==> config.mk <==
export PLATFORM = sky130hd
export DESIGN_NAME = fifo_wr_arbiter_flat
export DESIGN_NICKNAME = d
export VERILOG_FILES = /design/src/rtl/fifo_wr_arbiter_if.sv /design/src/rtl/fifo_wr_arbiter.sv /design/src/flat_wrapper.sv
export SDC_FILE = /design/constraint.sdc
export NUM_CORES = 1
export LEC_CHECK = 0
export ABC_CLOCK_PERIOD_IN_PS = 5300
export CAP_MARGIN = 40
export CORE_UTILIZATION = 40
export DETAILED_ROUTE_END_ITERATION = 6
export PLACE_DENSITY_LB_ADDON = 0.05
export SYNTH_ARGS = -nofsm -noshare
export SYNTH_HDL_FRONTEND = slang
export SYNTH_SLANG_ARGS = --single-unit
==> constraint.sdc <==
create_clock -name clk -period 5.3 [get_ports clk]
set_clock_uncertainty 0.2 [all_clocks]
set_input_delay 1.06 -clock clk [delete_from_list [all_inputs] [get_ports clk]]
set_output_delay 1.06 -clock clk [all_outputs]
set_load 0.01 [all_outputs]
==> src/rtl/fifo_wr_arbiter_if.sv <==
// Handshake bundle between the requesters, the write arbiter and the FIFO write port.
// master = arbiter side, slave = requester/FIFO side.
interface fifo_wr_arbiter_if #(
    parameter int DATA_WIDTH = 32,
    parameter int NUM_REQ    = 4
);
    logic [NUM_REQ-1:0]            req;
    logic [NUM_REQ*DATA_WIDTH-1:0] req_data;
    logic [NUM_REQ-1:0]            gnt;
    logic [NUM_REQ-1:0]            err;
    logic                          busy;
    logic                          fifo_wr_en;
    logic [DATA_WIDTH-1:0]         fifo_din;
    logic                          fifo_full;
    logic                          fifo_wr_ack;
    logic                          fifo_wr_err;

    modport master (
        input  req, req_data, fifo_full, fifo_wr_ack, fifo_wr_err,
        output gnt, err, busy, fifo_wr_en, fifo_din
    );

    modport slave (
        output req, req_data, fifo_full, fifo_wr_ack, fifo_wr_err,
        input  gnt, err, busy, fifo_wr_en, fifo_din
    );
endinterface

==> src/rtl/fifo_wr_arbiter.sv <==
// Round-robin arbiter sharing one FIFO write port between NUM_REQ requesters.
// One write per transaction; winner gets a gnt or err pulse when it resolves.
module fifo_wr_arbiter #(
    parameter int DATA_WIDTH = 32,
    parameter int NUM_REQ    = 4,
    parameter int TIMEOUT    = 7
) (
    input  logic               clk,
    input  logic               reset_n,
    fifo_wr_arbiter_if.master  bus
);
    localparam int PW = (NUM_REQ > 1) ? $clog2(NUM_REQ) : 1;

    typedef enum logic [1:0] {IDLE, ISSUE, WAIT} state_t;

    state_t                r_state;
    logic [PW-1:0]         r_sel;
    logic [PW-1:0]         r_last;
    logic [3:0]            r_wait_cnt;
    logic [NUM_REQ-1:0]    r_gnt;
    logic [NUM_REQ-1:0]    r_err;
    logic                  r_busy;
    logic                  r_wr_en;
    logic [DATA_WIDTH-1:0] r_din;

    logic [PW-1:0]         w_win;
    logic [PW-1:0]         w_cand;
    logic                  w_found;
    logic [DATA_WIDTH-1:0] w_words [NUM_REQ];
    logic [DATA_WIDTH-1:0] w_data;

    always_comb begin
        for (int i = 0; i < NUM_REQ; i++) begin
            w_words[i] = bus.req_data[i*DATA_WIDTH +: DATA_WIDTH];
        end
    end

    // Scan from the farthest candidate back to last+1 so the nearest one wins.
    always_comb begin
        w_win   = '0;
        w_cand  = '0;
        w_found = 1'b0;
        for (int k = NUM_REQ; k >= 1; k--) begin
            w_cand = PW'((int'(r_last) + k) % NUM_REQ);
            if (bus.req[w_cand]) begin
                w_win   = w_cand;
                w_found = 1'b1;
            end
        end
        w_data = w_words[w_win];
    end

    always_ff @(posedge clk or negedge reset_n) begin
        if (!reset_n) begin
            r_state    <= IDLE;
            r_sel      <= '0;
            r_last     <= PW'(NUM_REQ - 1);
            r_wait_cnt <= '0;
            r_gnt      <= '0;
            r_err      <= '0;
            r_busy     <= 1'b0;
            r_wr_en    <= 1'b0;
            r_din      <= '0;
        end else begin
            r_gnt   <= '0;
            r_err   <= '0;
            r_wr_en <= 1'b0;
            unique case (r_state)
                IDLE: begin
                    if (w_found && !bus.fifo_full) begin
                        r_sel   <= w_win;
                        r_din   <= w_data;
                        r_wr_en <= 1'b1;
                        r_busy  <= 1'b1;
                        r_state <= ISSUE;
                    end
                end
                ISSUE: begin
                    r_wait_cnt <= '0;
                    r_state    <= WAIT;
                end
                WAIT: begin
                    if (bus.fifo_wr_ack) begin
                        r_gnt[r_sel] <= 1'b1;
                        r_last       <= r_sel;
                        r_busy       <= 1'b0;
                        r_state      <= IDLE;
                    end else if (bus.fifo_wr_err ||
                                 r_wait_cnt == 4'(TIMEOUT - 1)) begin
                        r_err[r_sel] <= 1'b1;
                        r_last       <= r_sel;
                        r_busy       <= 1'b0;
                        r_state      <= IDLE;
                    end else if (r_wait_cnt != 4'hF) begin
                        r_wait_cnt <= r_wait_cnt + 4'd1;
                    end
                end
                default: begin
                    r_busy  <= 1'b0;
                    r_state <= IDLE;
                end
            endcase
        end
    end

    assign bus.gnt        = r_gnt;
    assign bus.err        = r_err;
    assign bus.busy       = r_busy;
    assign bus.fifo_wr_en = r_wr_en;
    assign bus.fifo_din   = r_din;
endmodule

==> src/flat_wrapper.sv <==
// flat-port wrapper written by rule: the top's interface ports become plain ports
module fifo_wr_arbiter_flat 
#(
    parameter int DATA_WIDTH = 32,
    parameter int NUM_REQ    = 4,
    parameter int TIMEOUT    = 7
)
  (clk, reset_n, bus_req, bus_req_data, bus_fifo_full, bus_fifo_wr_ack, bus_fifo_wr_err, bus_gnt, bus_err, bus_busy, bus_fifo_wr_en, bus_fifo_din);
  fifo_wr_arbiter_if #(.DATA_WIDTH(DATA_WIDTH), .NUM_REQ(NUM_REQ)) bus_i ();
  input  logic clk;
  input  logic reset_n;
  input wire logic [$bits(bus_i.req)-1:0] bus_req;
  input wire logic [$bits(bus_i.req_data)-1:0] bus_req_data;
  input wire logic [$bits(bus_i.fifo_full)-1:0] bus_fifo_full;
  input wire logic [$bits(bus_i.fifo_wr_ack)-1:0] bus_fifo_wr_ack;
  input wire logic [$bits(bus_i.fifo_wr_err)-1:0] bus_fifo_wr_err;
  output wire logic [$bits(bus_i.gnt)-1:0] bus_gnt;
  output wire logic [$bits(bus_i.err)-1:0] bus_err;
  output wire logic [$bits(bus_i.busy)-1:0] bus_busy;
  output wire logic [$bits(bus_i.fifo_wr_en)-1:0] bus_fifo_wr_en;
  output wire logic [$bits(bus_i.fifo_din)-1:0] bus_fifo_din;
  assign bus_i.req = bus_req;
  assign bus_i.req_data = bus_req_data;
  assign bus_i.fifo_full = bus_fifo_full;
  assign bus_i.fifo_wr_ack = bus_fifo_wr_ack;
  assign bus_i.fifo_wr_err = bus_fifo_wr_err;
  assign bus_gnt = bus_i.gnt;
  assign bus_err = bus_i.err;
  assign bus_busy = bus_i.busy;
  assign bus_fifo_wr_en = bus_i.fifo_wr_en;
  assign bus_fifo_din = bus_i.fifo_din;
  fifo_wr_arbiter #(.DATA_WIDTH(DATA_WIDTH), .NUM_REQ(NUM_REQ), .TIMEOUT(TIMEOUT)) u_core (.clk(clk), .reset_n(reset_n), .bus(bus_i));
endmodule
## After elaboration in Yosys (flattened, before gate mapping)

Index checks and enable logic that the tools add are counted.

| word-level totals | value |
|---|---|
| bits of input ports | 137 |
| logic and storage cells | 86 |
| register bits after elaboration | 52 |
| output and inout port bits | 42 |

| operators by class | value |
|---|---|
| bitwise gates (word level) | 2 |
| magnitude comparators | 7 |
| $add $sub $neg | 5 |
| mux-type cells | 42 |
| reductions and logical operators | 12 |
| eq/ne operators | 9 |

Operators with widths:

| operator | count |
|---|---|
| $bmux W32 S2 | 1 |
| $mux W32 | 2 |
| $mux W4 | 8 |
| $mux W2 | 9 |
| $lt A2 B3 Y1 const B | 5 |
| $mux W1 | 14 |
| $bmux W1 S2 | 4 |
| $pmux W4 S2 | 1 |
| $pmux W2 S3 | 1 |
| $reduce_and A2 Y1 | 3 |
| $add A2 B1 Y2 const B | 2 |
| $add A2 B2 Y2 const B | 2 |
| $add A4 B1 Y4 const B | 1 |
| $eq A4 B3 Y1 const B | 1 |
| $ne A2 B1 Y1 const B | 2 |
| $ne A2 B2 Y1 const B | 2 |
| $ne A4 B4 Y1 const B | 1 |
| $reduce_and A4 Y1 | 1 |
| $reduce_bool A2 Y1 | 2 |
| $ge A3 B3 Y1 const B | 1 |
| $ne A3 B2 Y1 const B | 1 |
| $not A2 Y3 | 1 |
| $pmux W1 S3 | 1 |
| $reduce_and A3 Y1 | 1 |
| other kinds (9) | 10 |

## Logic depth before layout (Yosys ltp)

Gate-level depths: netlist of run 1.

| logic depth | value |
|---|---|
| depth in word-level cells | 11 |
| mapped depth | 8 |
| mapped depth without buffers | 7 |

## Worst setup path before layout of run 1

Ideal clock, no wire load.

| timing path | value |
|---|---|
| kind | input to register |
| from | input bus_req[3] |
| to | register u_core.r_din[19], in the netlist u_core.bus.fifo_din[19] |
| setup time | 126 ps |
| stages | 6 |
| slack | 2534 ps |
| buffers on the path | 1 |
| data arrival time | 2440 ps |
| required time | 4974 ps |
| cells stage by stage | nor2b_4 > o21a_2 > nor3_4 > buf_6 > mux2_2 > a221o_1 |

| between the ends | value |
|---|---|
| cells in the longest elaborated chain, start to end | 10 |
| elaborated cells between the ends (all ways) | 22 |
| those cells by class | mux: 19; bitwise: 1; reduce/logical: 2 |

RTL lines:

| element | line | text |
|---|---|---|
| start: declaration | flat_wrapper.sv:12 | `input wire logic [$bits(bus_i.req)-1:0] bus_req;` |
| $bmux W1 S2 | fifo_wr_arbiter.sv:45 | `if (bus.req[w_cand]) begin` |
| $mux W1 (not written as such) | fifo_wr_arbiter.sv:45 |  |
| $mux W2 (4 in a row) | fifo_wr_arbiter.sv:45 |  |
| $not A2 Y3 (not written as such) | fifo_wr_arbiter.sv:50 | `w_data = w_words[w_win];` |
| $bmux W32 S2 | fifo_wr_arbiter.sv:50 |  |
| $mux W32 (not written as such) (2 in a row) | fifo_wr_arbiter.sv:50 |  |
| end signal: assignment | fifo_wr_arbiter.sv:72 | `r_din <= w_data;` |
| end: declaration | fifo_wr_arbiter.sv:24 | `logic [DATA_WIDTH-1:0] r_din;` |

Several ways; a longest one is shown, not always the timed one. The select of a mux whose other input is x is not followed.
A chain may end at the register's enable or synchronous reset.

## Final worst setup path of run 1

| timing path | value |
|---|---|
| from | input bus_req[3] |
| to | register u_core.r_din[23], in the netlist u_core.bus.fifo_din[23] |

The elaborated chain is that of the path after synthesis.

==> results of run 1 <==
## state kept, by name, summed over array words and instances (netlist names)
register               cells
u_core.bus.fifo_din       32
u_core.bus.err             4
u_core.bus.gnt             4
u_core.r_wait_cnt          4
u_core.r_last              2
u_core.r_sel               2
u_core.r_state             2
u_core.bus.busy            1
u_core.bus.fifo_wr_en      1
## layer usage
metal  vias up  track usage [%]
li1       1581                -
met1      1627             30.7
met2       175             45.2
met3        14             6.05
met4         0             6.77
met5         -                0
## worst register-to-register path, stage by stage, from the launching register on
cell and delay [ns]:
sky130_fd_sc_hd__dfstp_2 0.59, sky130_fd_sc_hd__nor2b_4 0.06, sky130_fd_sc_hd__o21a_2 0.44, sky130_fd_sc_hd__nor3_4 0.52, sky130_fd_sc_hd__buf_4 0.29, sky130_fd_sc_hd__mux2_2 0.36, sky130_fd_sc_hd__a221o_1 0.32
## power by group through the flow
stage | clock [mW] | combinational (mW) | sequential [mW]
global route | 0.269 | 1.17 | 0.682
CTS | 0.254 | 1.10 | 0.661
floorplan | 0 | 0.572 | 0.700
finish | 0.250 | 1.10 | 0.660
detailed placement | 0 | 1.10 | 0.665
global placement | 0 | 1.07 | 0.662
## layout make-up
type / instances / area (um2) / share of cell area, %
Clock buffer: 5 / 68.8 / 1.32
Clock inverter: 3 / 26.3 / 0.505
Inverter: 4 / 15.0 / 0.288
Multi-Input combinational cell: 232 / 1800 / 34.5
Sequential cell: 52 / 1300 / 25.0
Tap cell: 102 / 128 / 2.45
Timing Repair Buffer: 189 / 1870 / 35.9
## cell families (layout without fill, tap and decap cells)
| logic type | Yosys count | in the layout | share of synthesized area, % |
|---|---|---|---|
| compound gates | 118 | 118 | 29.3 |
| fa+ha+maj | 2 | 2 | 0.769 |
| buf+inv | 31 | 201 | 5.00 |
| flops | 52 | 52 | 40.0 |
| mux | 36 | 36 | 11.9 |
| simple gates | 76 | 76 | 13.0 |
## metrics by stage
stage	util (%)	hold WS, ns	worst slack [ns]	cells	power (mW)
2_1_floorplan	-	0.298	2.53	315	1.27
3_3_place_gp	65.0	0.296	1.34	575	1.73
3_5_place_dp	65.4	0.301	1.24	579	1.76
4_1_cts	66.7	0.326	1.58	587	2.02
5_1_grt	66.7	0.351	1.46	587	2.13
6_report	66.7	0.322	1.56	587	2.00
## worst max path at each step
stage | start | to | slack (ns) | cells past startpoint
6_report | bus_req[3] | u_core.bus.fifo_din[23] | 1.56 | 7
5_1_grt | bus_req[3] | u_core.bus.fifo_din[22] | 1.46 | 7
4_1_cts | bus_req[3] | u_core.bus.fifo_din[23] | 1.58 | 7
3_5_place_dp | bus_req[3] | u_core.bus.fifo_din[24] | 1.24 | 7
3_3_place_gp | bus_req[1] | u_core.bus.fifo_din[16] | 1.34 | 7
2_1_floorplan | bus_req[3] | u_core.bus.fifo_din[19] | 2.53 | 6
## cell usage after synthesis, drive strengths merged, types with 2 or more instances
cell     instances  area [um2]
o21a             2        16.3
nand2            7        26.3
a211oi          30         270
inv              3        11.3
o31a            15         131
mux2            21         236
buf             10        83.8
nor2b            2        20.0
o21ai            7        38.8
o2bb2ai          2        17.5
ha               2        25.0
nand2b           5        31.3
nor2            29         109
clkbuf          17        63.8
dfstp            2        52.6
dfrtp           50        1250
a21oi           22         114
nand4           17         106
mux2i           15         150
a221o           17         170
nor3             8        67.6
o31ai           17         128
## cell usage in the layout (no fill, tap or decap), types with 4 or more instances in the layout
cell                                n
sky130_fd_sc_hd__mux2_1            10
sky130_fd_sc_hd__nand4_1           17
sky130_fd_sc_hd__o21ai_1            4
sky130_fd_sc_hd__o31a_1            15
sky130_fd_sc_hd__a21oi_1           21
sky130_fd_sc_hd__clkbuf_8           5
sky130_fd_sc_hd__nand2_1            7
sky130_fd_sc_hd__buf_4              9
sky130_fd_sc_hd__a211oi_1          21
sky130_fd_sc_hd__mux2_2            11
sky130_fd_sc_hd__a211oi_2           9
sky130_fd_sc_hd__a221o_1           17
sky130_fd_sc_hd__clkdlybuf4s50_1  177
sky130_fd_sc_hd__dfrtp_1           50
sky130_fd_sc_hd__nor3_1             5
sky130_fd_sc_hd__mux2i_1           15
sky130_fd_sc_hd__o31ai_1           17
sky130_fd_sc_hd__nand2b_1           5
sky130_fd_sc_hd__nor2_1            29
==> flow_summary_export.csv, run 1 <==
group,metric,value,unit
min_path,hold_path_startpoint,"u_core.bus.fifo_din[2]",
detailed_routing,routedLengthMet1,4.30,mm
die,ios,179,
synthesis,syn-num-nets,454,
min_path,min_path_cells,1,
layout,antennaDiodeCount,0,
critical_path,largest_driver_fanout_on_the_critical_path,33,
die,core_area,7810,um2
layout,finish.net_count,623,
global_routing,grt_max_degree,53,
pwr,clockPowerShare,12.5,%
global_routing,grtUsageTotal,25.5,%
flow_run,max-cap-violations,0,
clock_tree,h-tree-depth,2,
synthesis,syn_avg_cell_area,10.3,um2
synthesis,postSynthCellCount,315,
synthesis,synth-async-reset-ratio,100,%
placed_design,post_dp_cell_area,5110,um2
die,rows,32,
clock_tree,clock_latency,0.31,ns
sta,tns,0,ns
min_path,hold_path_class,"reg2reg",
clock_tree,clock_tree_from_tritoncts,"yes",
min_path,holdPathEnd,"u_core.bus.fifo_din[2]",
critical_path,crit-reg2reg-launch,"u_core.r_last[0]",
critical_path,regToRegSetupSlack,2.42,ns
die,initial_utilization,41.7,%
sta,worst_pin_slew,0.731,ns
layout,num-fill-cells,665,
critical_path,crit_path_max_incr_delay,0.55,ns
synthesis,cell_area_after_synthesis,3260,um2
placed_design,gp_routability_congestion,0.826,
detailed_routing,detail_route.iter0.violations,116,
clock_tree,ctsHoldBuffers,0,
die,floorplan.die.height,92.2,um
layout,areaGrowthSynthToFinish,59.9,%
placed_design,numPortBuffers,178,
detailed_routing,detail_route.wirelength,10.8,mm
critical_path,cp_top_family,"buffers and inverters",
critical_path,r2r_end,"u_core.bus.fifo_din[23]",
detailed_routing,met3RoutedLength,939,um
sta,grt_setup_unrepaired,"no",
sta,slew_violations,0,
sta,setup_viol,0,
synthesis,netlist-cell-type-count,49,
detailed_routing,vias_per_cell,5.79,
clock_tree,clk_root_buffer_cell,"sky130_fd_sc_hd__clkbuf_8",
synthesis,synth-seq-cells,52,
critical_path,timing.critical_path.required,5.31,ns
detailed_routing,post_drt_wl_per_cell,18.4,um
synthesis,synth_warnings,0,
synthesis,synth_enable_flop_cells,0,
placed_design,dp_hpwl,7.84,mm
sta,max_slew_margin,51.3,%
layout,fin_area,5200,um2
detailed_routing,vias,3397,
pwr,ratio_of_total_power_to_cell_area,385,nW/um2
pwr,total_switching_power,778,uW
pwr,seqPwrFrac,32.9,%
sta,max_freq,268,MHz
die,dieArea,8500,um2
synthesis,seq_area_frac_synth,40.0,%
layout,post_route_cells_drive_above_1_share,10.7,%
detailed_routing,postRouteAntennaNets,0,
pwr,power.leakage,2.02,nW
status,run_status,"complete, no violations",
critical_path,worstPathCellList,"clkdlybuf4s50_1 > nor2b_4 > o21a_2 > nor3_4 > buf_4 > mux2_2 > a221o_1",
pwr,vdd_ir_drop_max,0.245,mV
sta,fin_crit_sh,70.5,%
clock_tree,clock_sinks,52,
critical_path,critical_path_arrival,3.75,ns
global_routing,first_pass_grt_wire_length,17.0,mm
pwr,p_comb_share,54.6,%
global_routing,grt_remaining_overflow,0,
detailed_routing,route.detailed.drc,0,
clock_tree,cts.path.max_buffers,2,
sta,timing.final.hold_violations,0,
critical_path,crit_buf_inv,2,
synthesis,synth_ff_type,"sky130_fd_sc_hd__dfrtp_1",
global_routing,antenna_found_initial,0,
pwr,netSwitchingFraction,38.8,%
die,chipWidth,92.2,um
critical_path,worst-setup-path-type,"in2reg",
clock_tree,cts_inserted_buffers,5,
detailed_routing,met2RoutedLength,5.39,mm
clock_tree,path_clk_slew,0.11,ns
critical_path,cp_slowest_cell,"sky130_fd_sc_hd__clkdlybuf4s50_1",
critical_path,endpoint_kind,"flip-flop",
detailed_routing,drt_first_pass_iters,4,
pwr,p_int,1.23,mW
detailed_routing,topRoutingLayerUsed,"met4",
critical_path,startpoint_type,"primary input",
sta,min_period,3.74,ns
global_routing,grt_pass1_vias,3419,
clock_tree,ctsResizeCount,0,
clock_tree,post-cts-setup-buffer-count,0,
critical_path,reg2reg_depth,6,
No activity file was read; power rests on OpenSTA's default activity.
==> run 2: changes to the inputs <==
Settings changed: ABC_CLOCK_PERIOD_IN_PS 5300 to 3600, CORE_UTILIZATION 40 to 39.
Clock period 5.3 ns to 3.6 ns, I/O delays scaled along.
==> run 2 against run 1 <==
Effect of this change: first-iteration DRC count grew 31%; total power up 51%; global-route usage shrank 0.45 points; die area grew 2.5%; worst hold slack worse by 0.16 ns; register-to-register slack lost 1.2 ns; count of clock-buffer cells in the layout is the same; critical path depth did not move; critical path type unchanged; largest cell class unchanged; largest power group unchanged.
==> flow_summary_export.csv, run 2 (synthesis results as in run 1) <==
group,metric,value,unit
status,run_status,"complete, no violations",
sta,min_period,2.90,ns
detailed_routing,post_drt_wl_per_cell,18.5,um
critical_path,startpoint_type,"primary input",
die,ios,179,
detailed_routing,vias,3382,
min_path,hold_path_class,"in2async",
clock_tree,clock_sinks,52,
layout,finish.net_count,626,
layout,mostFrequentLayoutCells,"sky130_fd_sc_hd__clkdlybuf4s50_1, sky130_fd_sc_hd__dfrtp_1, sky130_fd_sc_hd__nor2_1, sky130_fd_sc_hd__a21oi_1, sky130_fd_sc_hd__a211oi_1",
sta,max_slew_margin,49.9,%
die,rows,32,
pwr,power.total,3.02,mW
detailed_routing,drt_first_pass_iters,5,
placed_design,gp_routability_congestion,0.854,
sta,setup_viol,0,
critical_path,worst-setup-path-type,"in2reg",
flow_run,max-cap-violations,0,
clock_tree,clock_latency,0.30,ns
layout,fin_area,5260,um2
detailed_routing,vias_per_cell,5.73,
global_routing,antenna_found_initial,0,
die,dieArea,8720,um2
sta,fin_crit_sh,80.6,%
sta,grt_setup_unrepaired,"no",
layout,largest_reg_flops,32,
sta,final.hold.worst_slack,0.162,ns
pwr,vdd_ir_drop_max,0.266,mV
clock_tree,ctsResizeCount,0,
layout,seq_area,1300,um2
sta,slew_violations,0,
clock_tree,clk_root_buffer_cell,"sky130_fd_sc_hd__clkbuf_8",
clock_tree,path_clk_slew,0.10,ns
layout,antennaDiodeCount,0,
die,initial_utilization,41.3,%
global_routing,grt_pass1_vias,3520,
clock_tree,clock_tree_from_tritoncts,"yes",
layout,areaGrowthSynthToFinish,61.5,%
detailed_routing,postRouteAntennaNets,0,
layout,multi_input_comb_area,1800,um2
global_routing,grt_max_degree,36,
sta,timing.final.hold_violations,0,
global_routing,grt_remaining_overflow,0,
placed_design,dp_hpwl,7.97,mm
clock_tree,cts_inserted_buffers,5,
layout,post_route_cells_drive_above_1_share,11.3,%
sta,max_freq,345,MHz
clock_tree,ctsHoldBuffers,0,
global_routing,grtUsageTotal,25.0,%
critical_path,endpoint_kind,"flip-flop",
die,chipWidth,93.4,um
detailed_routing,detail_route.iter0.violations,152,
detailed_routing,detail_route.wirelength,10.9,mm
clock_tree,post-cts-setup-buffer-count,0,
detailed_routing,route.detailed.drc,0,
die,floorplan.die.height,93.4,um
sta,worst_pin_slew,0.751,ns
placed_design,post_dp_cell_area,5140,um2
pwr,ratio_of_total_power_to_cell_area,575,nW/um2
critical_path,largest_driver_fanout_on_the_critical_path,35,
layout,final_common_cell,"sky130_fd_sc_hd__clkdlybuf4s50_1",
critical_path,timing.critical_path.required,3.59,ns
global_routing,first_pass_grt_wire_length,17.0,mm
layout,num-fill-cells,676,
pwr,power.leakage,2.04,nW
clock_tree,cts.path.max_buffers,2,
clock_tree,h-tree-depth,2,
critical_path,critical_path_arrival,2.89,ns
die,core_area,7890,um2
sta,tns,0,ns
placed_design,numPortBuffers,178,
-- run 2: changes by cell type in the layout (fill, tap and decap cells not counted) --
cell                         delta
sky130_fd_sc_hd__buf_4          +3
sky130_fd_sc_hd__inv_6          -1
sky130_fd_sc_hd__clkinvlp_4     +1
sky130_fd_sc_hd__buf_12         +1
sky130_fd_sc_hd__bufinv_16      +1
sky130_fd_sc_hd__clkinv_4       -1
sky130_fd_sc_hd__buf_6          -1
-- run 2: layout make-up --
| type | instances | area share (%) |
|---|---|---|
| tap | 102 | 2.43 |
| sequential | 52 | 24.8 |
| clock buffer | 5 | 1.31 |
| timing repair buffer | 192 | 36.1 |
| multi-input combinational | 232 | 34.2 |
| inverter | 4 | 0.286 |
| clock inverter | 3 | 0.881 |
-- run 2: stage by stage --
stage          instances  util, %  worst slack [ns]
3_5_place_dp         582     65.2             0.361
6_report             590     66.6             0.698
5_1_grt              590     66.6             0.613
3_3_place_gp         581     65.0             0.446
2_1_floorplan        315        -              1.17
4_1_cts              590     66.6             0.691
-- run 2: final timing paths --
kind,cells after the start,from,endpoint,slack [ns]
worst min-delay path,1,reset_n,u_core.bus.gnt[2],0.16
worst min register to register,1,u_core.bus.fifo_din[13],u_core.bus.fifo_din[13],0.33
max in group asynchronous,2,reset_n,u_core.bus.fifo_din[19],2.23
worst max-delay path,7,bus_req[1],u_core.bus.fifo_din[31],0.70
worst max register to register,6,u_core.r_last[0],u_core.bus.fifo_din[31],1.24
min in group clk,1,u_core.bus.fifo_din[13],u_core.bus.fifo_din[13],0.33
-- run 2: power breakdown --
part           total, mW  switching [mW]  leakage [nW]  internal, mW
clock              0.415           0.205        0.0548         0.210
sequential         0.975           0.168         0.638         0.806
combinational       1.63           0.760          1.35         0.873
-- run 2: metal layers --
metal / vias up / part of all wire [%] / GRT usage (%)
li1: 1577 / - / -
met1: 1627 / 39 / 29.7
met2: 164 / 51 / 45.1
met3: 14 / 8.2 / 5.61
met4: 0 / 1.5 / 6.79
met5: - / 0 / 0
-- run 2: critical path: stages --
cell	delay [ns]
sky130_fd_sc_hd__clkdlybuf4s50_1	0.54
sky130_fd_sc_hd__nor2b_1	0.22
sky130_fd_sc_hd__o21a_2	0.23
sky130_fd_sc_hd__nor3_4	0.22
sky130_fd_sc_hd__buf_12	0.27
sky130_fd_sc_hd__mux2_1	0.36
sky130_fd_sc_hd__a221o_1	0.33
